## config.mk

```make
export PLATFORM = sky130hd
export DESIGN_NAME = pr_data_push_ctrl
export DESIGN_NICKNAME = d
export VERILOG_FILES = /design/src/rtl/pr_data_push_ctrl.sv
export SDC_FILE = /design/constraint.sdc
export NUM_CORES = 1
export LEC_CHECK = 0
export BUFFER_PORTS_ARGS = -buffer_cell sky130_fd_sc_hd__buf_2
export CAP_MARGIN = 10
export CORE_MARGIN = 2
export CORE_UTILIZATION = 61
export DETAILED_ROUTE_END_ITERATION = 10
export GPL_ROUTABILITY_DRIVEN = 1
export PLACE_DENSITY = 0.84
export SYNTH_ARGS = -nofsm -noshare
export SYNTH_HDL_FRONTEND = slang
export SYNTH_SLANG_ARGS = --single-unit
```

## constraint.sdc

```tcl
create_clock -name clk -period 4.2 [get_ports clk]
set_clock_uncertainty 0.05 [all_clocks]
set_input_delay 0.21 -clock clk [delete_from_list [all_inputs] [get_ports clk]]
set_output_delay 0.21 -clock clk [all_outputs]
set_load 0.02 [all_outputs]
```

## src/rtl/pr_data_push_ctrl.sv

```systemverilog
// pr_data_push_ctrl: partial-reconfiguration data push controller.
// Buffers PR_DATA CSR writes in a first-word-fall-through FIFO, streams them to
// the PR IP over valid/ready, sequences the PR session and reports status,
// transferred-word count and sticky errors back to the CSR block.
//
// Ports:
//   clk, rst            clock, asynchronous active-high reset
//   csr_pr_reset        PRReset level; pr_reset_ack is high while in RESET
//   csr_pr_start        PRStartRequest pulse
//   csr_push_complete   PRDataPushComplete pulse
//   csr_data_wr/_data   PR_DATA write strobe and payload; csr_data_ready = FIFO not full
//   pr_start            session-active level to the PR IP
//   pr_valid/_data      FIFO head towards the PR IP, accepted with pr_ready
//   pr_ip_done/_error   PR IP completion / failure
//   pr_status           state encoding (IDLE=0 .. RESET=6)
//   words_pushed        saturating count of words transferred this session
//   err_clr             clears the sticky error flags
//   err_*               sticky overflow / sequence / timeout / IP errors
module pr_data_push_ctrl #(
    parameter int unsigned DATA_W      = 64,
    parameter int unsigned FIFO_DEPTH  = 16,
    parameter int unsigned TIMEOUT_CYC = 4096
) (
    input  logic              clk,
    input  logic              rst,
    input  logic              csr_pr_reset,
    output logic              pr_reset_ack,
    input  logic              csr_pr_start,
    input  logic              csr_push_complete,
    input  logic              csr_data_wr,
    input  logic [DATA_W-1:0] csr_data,
    output logic              csr_data_ready,
    output logic              pr_start,
    output logic              pr_valid,
    output logic [DATA_W-1:0] pr_data,
    input  logic              pr_ready,
    input  logic              pr_ip_done,
    input  logic              pr_ip_error,
    output logic [2:0]        pr_status,
    output logic [31:0]       words_pushed,
    input  logic              err_clr,
    output logic              err_overflow,
    output logic              err_seq,
    output logic              err_timeout,
    output logic              err_ip
);

    localparam int unsigned AW = $clog2(FIFO_DEPTH);
    localparam int unsigned CW = $clog2(FIFO_DEPTH + 1);
    localparam int unsigned TW = $clog2(TIMEOUT_CYC + 1);

    typedef enum logic [2:0] {
        S_IDLE      = 3'd0,
        S_ACTIVE    = 3'd1,
        S_DRAIN     = 3'd2,
        S_WAIT_DONE = 3'd3,
        S_DONE      = 3'd4,
        S_ERROR     = 3'd5,
        S_RESET     = 3'd6
    } state_t;

    state_t              r_state;
    logic [DATA_W-1:0]   r_mem [FIFO_DEPTH];
    logic [AW-1:0]       r_rd_ptr;
    logic [AW-1:0]       r_wr_ptr;
    logic [CW-1:0]       r_count;
    logic [TW-1:0]       r_tmo_cnt;
    logic [31:0]         r_words;
    logic                r_err_ovf;
    logic                r_err_seq;
    logic                r_err_tmo;
    logic                r_err_ip;

    logic w_full;
    logic w_empty;
    logic w_stream;
    logic w_session;
    logic w_pr_valid;
    logic w_xfer;
    logic w_ip_fail;
    logic w_any_err;
    logic w_start_ok;
    logic w_flush;
    logic w_push;
    logic w_pop;
    logic w_tmo_hit;
    logic w_set_ovf;
    logic w_set_seq;
    logic w_set_tmo;
    logic w_set_ip;

    // Datapath and event decode
    assign w_full     = (r_count == CW'(FIFO_DEPTH));
    assign w_empty    = (r_count == '0);
    assign w_stream   = (r_state == S_ACTIVE) || (r_state == S_DRAIN);
    assign w_session  = w_stream || (r_state == S_WAIT_DONE);
    assign w_pr_valid = w_stream && !w_empty;
    assign w_xfer     = w_pr_valid && pr_ready;
    assign w_ip_fail  = w_session && pr_ip_error;
    assign w_any_err  = r_err_ovf || r_err_seq || r_err_tmo || r_err_ip;
    assign w_start_ok = csr_pr_start &&
                        ((r_state == S_IDLE) || (r_state == S_DONE) ||
                         ((r_state == S_ERROR) && !w_any_err));
    assign w_flush    = csr_pr_reset || w_ip_fail || w_start_ok;
    // Full check uses the registered count, so a same-cycle pop cannot make room
    assign w_push     = csr_data_wr && (r_state == S_ACTIVE) && !w_full && !w_flush;
    assign w_pop      = w_xfer && !w_flush;
    assign w_tmo_hit  = (r_state == S_WAIT_DONE) && !pr_ip_done &&
                        (r_tmo_cnt == TW'(TIMEOUT_CYC - 1));

    assign w_set_ovf  = csr_data_wr && w_full;
    assign w_set_seq  = (csr_data_wr || csr_push_complete) && (r_state != S_ACTIVE);
    assign w_set_tmo  = w_tmo_hit && !w_ip_fail;
    assign w_set_ip   = w_ip_fail;

    // Session FSM, FIFO pointers, word counter and sticky errors
    always_ff @(posedge clk or posedge rst) begin
        if (rst) begin
            r_state   <= S_IDLE;
            r_rd_ptr  <= '0;
            r_wr_ptr  <= '0;
            r_count   <= '0;
            r_tmo_cnt <= '0;
            r_words   <= '0;
            r_err_ovf <= 1'b0;
            r_err_seq <= 1'b0;
            r_err_tmo <= 1'b0;
            r_err_ip  <= 1'b0;
        end else begin
            if (w_flush) begin
                r_rd_ptr <= '0;
                r_wr_ptr <= '0;
                r_count  <= '0;
            end else begin
                if (w_push) begin
                    r_wr_ptr <= r_wr_ptr + AW'(1);
                end
                if (w_pop) begin
                    r_rd_ptr <= r_rd_ptr + AW'(1);
                end
                r_count <= r_count + CW'(w_push) - CW'(w_pop);
            end

            if (w_start_ok && !csr_pr_reset) begin
                r_words <= '0;
            end else if (w_xfer && (r_words != 32'hFFFF_FFFF)) begin
                r_words <= r_words + 32'd1;
            end

            // New error events win over a same-cycle err_clr
            if (csr_pr_reset) begin
                r_err_ovf <= 1'b0;
                r_err_seq <= 1'b0;
                r_err_tmo <= 1'b0;
                r_err_ip  <= 1'b0;
            end else begin
                r_err_ovf <= w_set_ovf || (r_err_ovf && !err_clr);
                r_err_seq <= w_set_seq || (r_err_seq && !err_clr);
                r_err_tmo <= w_set_tmo || (r_err_tmo && !err_clr);
                r_err_ip  <= w_set_ip  || (r_err_ip  && !err_clr);
            end

            if (csr_pr_reset) begin
                r_state <= S_RESET;
            end else if (w_ip_fail) begin
                r_state <= S_ERROR;
            end else begin
                case (r_state)
                    S_IDLE, S_DONE, S_ERROR: begin
                        if (w_start_ok) begin
                            r_state <= S_ACTIVE;
                        end
                    end
                    S_ACTIVE: begin
                        if (csr_push_complete) begin
                            r_state <= S_DRAIN;
                        end
                    end
                    S_DRAIN: begin
                        if (w_empty) begin
                            r_state   <= S_WAIT_DONE;
                            r_tmo_cnt <= '0;
                        end
                    end
                    S_WAIT_DONE: begin
                        if (pr_ip_done) begin
                            r_state <= S_DONE;
                        end else if (w_tmo_hit) begin
                            r_state <= S_ERROR;
                        end else begin
                            r_tmo_cnt <= r_tmo_cnt + TW'(1);
                        end
                    end
                    S_RESET: begin
                        r_state <= S_IDLE;
                    end
                    default: begin
                        r_state <= S_IDLE;
                    end
                endcase
            end
        end
    end

    // FIFO storage; contents need no reset since pr_data is masked when empty
    always_ff @(posedge clk) begin
        if (w_push) begin
            r_mem[r_wr_ptr] <= csr_data;
        end
    end

    // Outputs are pure decodes of registered state
    assign pr_status      = r_state;
    assign pr_reset_ack   = (r_state == S_RESET);
    assign pr_start       = w_session;
    assign pr_valid       = w_pr_valid;
    assign pr_data        = w_pr_valid ? r_mem[r_rd_ptr] : '0;
    assign csr_data_ready = !w_full;
    assign words_pushed   = r_words;
    assign err_overflow   = r_err_ovf;
    assign err_seq        = r_err_seq;
    assign err_timeout    = r_err_tmo;
    assign err_ip         = r_err_ip;

endmodule

```

==> flow_summary.ini <==
[synthesis]
ys_seq_elements = 1089
netlist_instances = 1934
ys_warn_count = 0
ys_types = 53
avgSynthCellArea_um2 = 22.1
synthFlopType = edfxtp_1
yosysSeqAreaShare = 0.758
ys_async_sr_fraction = 0.0597
syn_area_um2 = 42700
synth-edff-count = 1024
syn_nets = 2022

[detailed_routing]
antenna_left = 0
drc = 0
wl_per_cell_um = 32.2
first_pass_iters = 7
drt-initial-drc-count = 3035
dr_total_vias = 22300
totalWireLength_um = 105000
routed_via_density = 6.81

[outcome]
status = completed

[global_route]
groute.usage.overall = 0.300
antenna_found_initial = 5
grt_start_max_net_pins = 66
grt_pass1_wl_um = 154000
grt.overflow.total = 0
grt_pass1_vias = 23000

[sta]
fmax_mhz = 270
rsz0062_at_grt = false
finalSetupTns_ps = 0
post-route-min-period_ps = 3710
slew_violations = 0
finalSetupViolations = 0
tightestPinTransition_ps = 1010
hold_viol = 0
finalCritPeriodShare = 0.882
slew_headroom = 0.325

[place]
gp_congestion = 0.834
dpl_cell_area_um2 = 45200
io_buffers = 180
hpwl_um = 52700

[clocking]
clk_pin_slew_ps = 60
cts_tree = yes
clock_latency_ps = 670
cts_max_level = 3
cts_sinks = 1089
cts_buffers = 105
cts_root_buffer = clkbuf_16
cts_buffer_depth = 3

[critical_path]
crit_path_max_fanout = 26
crit_type = reg2out
critPathRequiredTime_ps = 3940
cp-end-kind = output port
cp.arrival_ps = 3450
crit_path_start_kind = flop

[die]
fp.coreArea_um2 = 68900
initial_utilization = 0.619
fp.dieArea_um2 = 72100
num_rows = 96
die_x_um = 269
dieHeight_um = 269
io_pins = 181

[run]
drv_cap = 0

[hold_path]
hold_class = in2reg

[layout]
final_util = 0.715
layout-drive-gt1-share = 0.319
layout.nets = 2341
fin_area_um2 = 49300
final_common_cell = edfxtp_1
area_growth_pct = 15.6
final_cell_mix = edfxtp_1 (1024), mux4_2 (320), buf_2 (180)
nFillCells = 3848

[pwr]
power-per-cell-area_nw_per_um2 = 437
ir_worst_vdd_uv = 378
leakage_nw = 15.7
critical path, stage by stage, from the launching register on:
cell and delay [ps]:
dfrtp_4 720, buf_12 280, buf_12 270, mux4_2 600, mux4_2 530, nor2b_1 170, buf_2 180
Yosys cell counts (10+ instances only):
master / number / share of area
clkbuf_1: 47 / 0.0041
or4_1: 12 / 0.0021
nand4_1: 20 / 0.0029
mux4_2: 320 / 0.17
a21oi_1: 33 / 0.0039
dfrtp_1: 65 / 0.038
buf_2: 40 / 0.0047
nand2_1: 35 / 0.0031
inv_1: 21 / 0.0018
and3_1: 27 / 0.0040
edfxtp_1: 1024 / 0.72
xnor2_1: 13 / 0.0027
nor3_1: 12 / 0.0014
o21ai_0: 13 / 0.0015
o31ai_1: 10 / 0.0018
ha_1: 13 / 0.0038
nand3_1: 24 / 0.0028
nor2_1: 32 / 0.0028
nor2b_1: 68 / 0.010
final timing paths:
check / startpoint / end / slack, ps / cells past startpoint
worst max-delay path: r_rd_ptr[0] / pr_data[14] / 490 / 6
worst min-delay path: csr_pr_start / pr_status[2] / 70 / 4
worst max register to register: err_seq / r_count[4] / 620 / 16
worst min register to register: r_tmo_cnt[12] / err_timeout / 430 / 1
max in group asynchronous: rst / r_rd_ptr[0] / 2930 / 4
min in group asynchronous: rst / words_pushed[10] / 270 / 3
cell type report:
| cell class | count | area, um^2 | share of cell area |
|---|---|---|---|
| flip-flops and latches | 1089 | 32400 | 0.657 |
| well taps | 931 | 1160 | 0.0236 |
| multi-input cells | 722 | 9850 | 0.200 |
| diodes | 1 | 2.50 | 0.0000507 |
| repair buffers | 314 | 2490 | 0.0506 |
| clock inverters | 64 | 499 | 0.0101 |
| inverters | 21 | 78.8 | 0.00160 |
| clock buffers | 130 | 2840 | 0.0576 |
layer usage:
layer	vias to the layer above	track usage	routed length, um
li1	8782	-	-
met1	11600	0.397	37300
met2	1643	0.502	54100
met3	267	0.0596	9990
met4	8	0.116	3910
met5	-	0	47
state kept, by name, indices dropped and copies added, names as in the netlist:
register / count
err_timeout: 1
r_count: 5
words_pushed: 32
err_overflow: 1
err_ip: 1
pr_status: 3
r_wr_ptr: 4
r_rd_ptr: 4
err_seq: 1
r_mem: 1024
r_tmo_cnt: 13
timing repair:
action / CTS / global route
hold buffers: 75 / 0
endpoints found under the hold margin: 1077 / 0
buffers inserted: 0 / 0
resized for setup: 0 / 0
cells by family after synthesis:
family / share of synthesized area
buffers and inverters: 0.0129
muxes: 0.171
xor gates and xnor gates: 0.00410
AOI/OAI and AO/OA: 0.0115
adders and majority gates: 0.00428
DFF: 0.758
and+or+nand+nor: 0.0378
metrics by stage:
step / total power (W) / std cells / worst slack [ps] / hold WS, ps
floorplan: 0.0123 / 1934 / 336 / 259
global route: 0.0220 / 3271 / 376 / 67.8
finish: 0.0215 / 3272 / 495 / 73.6
CTS: 0.0216 / 3271 / 454 / 43.4
global placement: 0.0125 / 3002 / 765 / 426
detailed placement: 0.0125 / 3002 / 694 / 417
power breakdown:
group	switching, W	leakage [nW]	total, W	internal, W
clock	0.00410	1.65	0.00922	0.00512
sequential	0.0000304	10.1	0.0119	0.0119
combinational	0.000275	4.00	0.000414	0.000138
total	0.00440	15.7	0.0215	0.0171
Note: power is estimated with default switching activity, not from simulation.
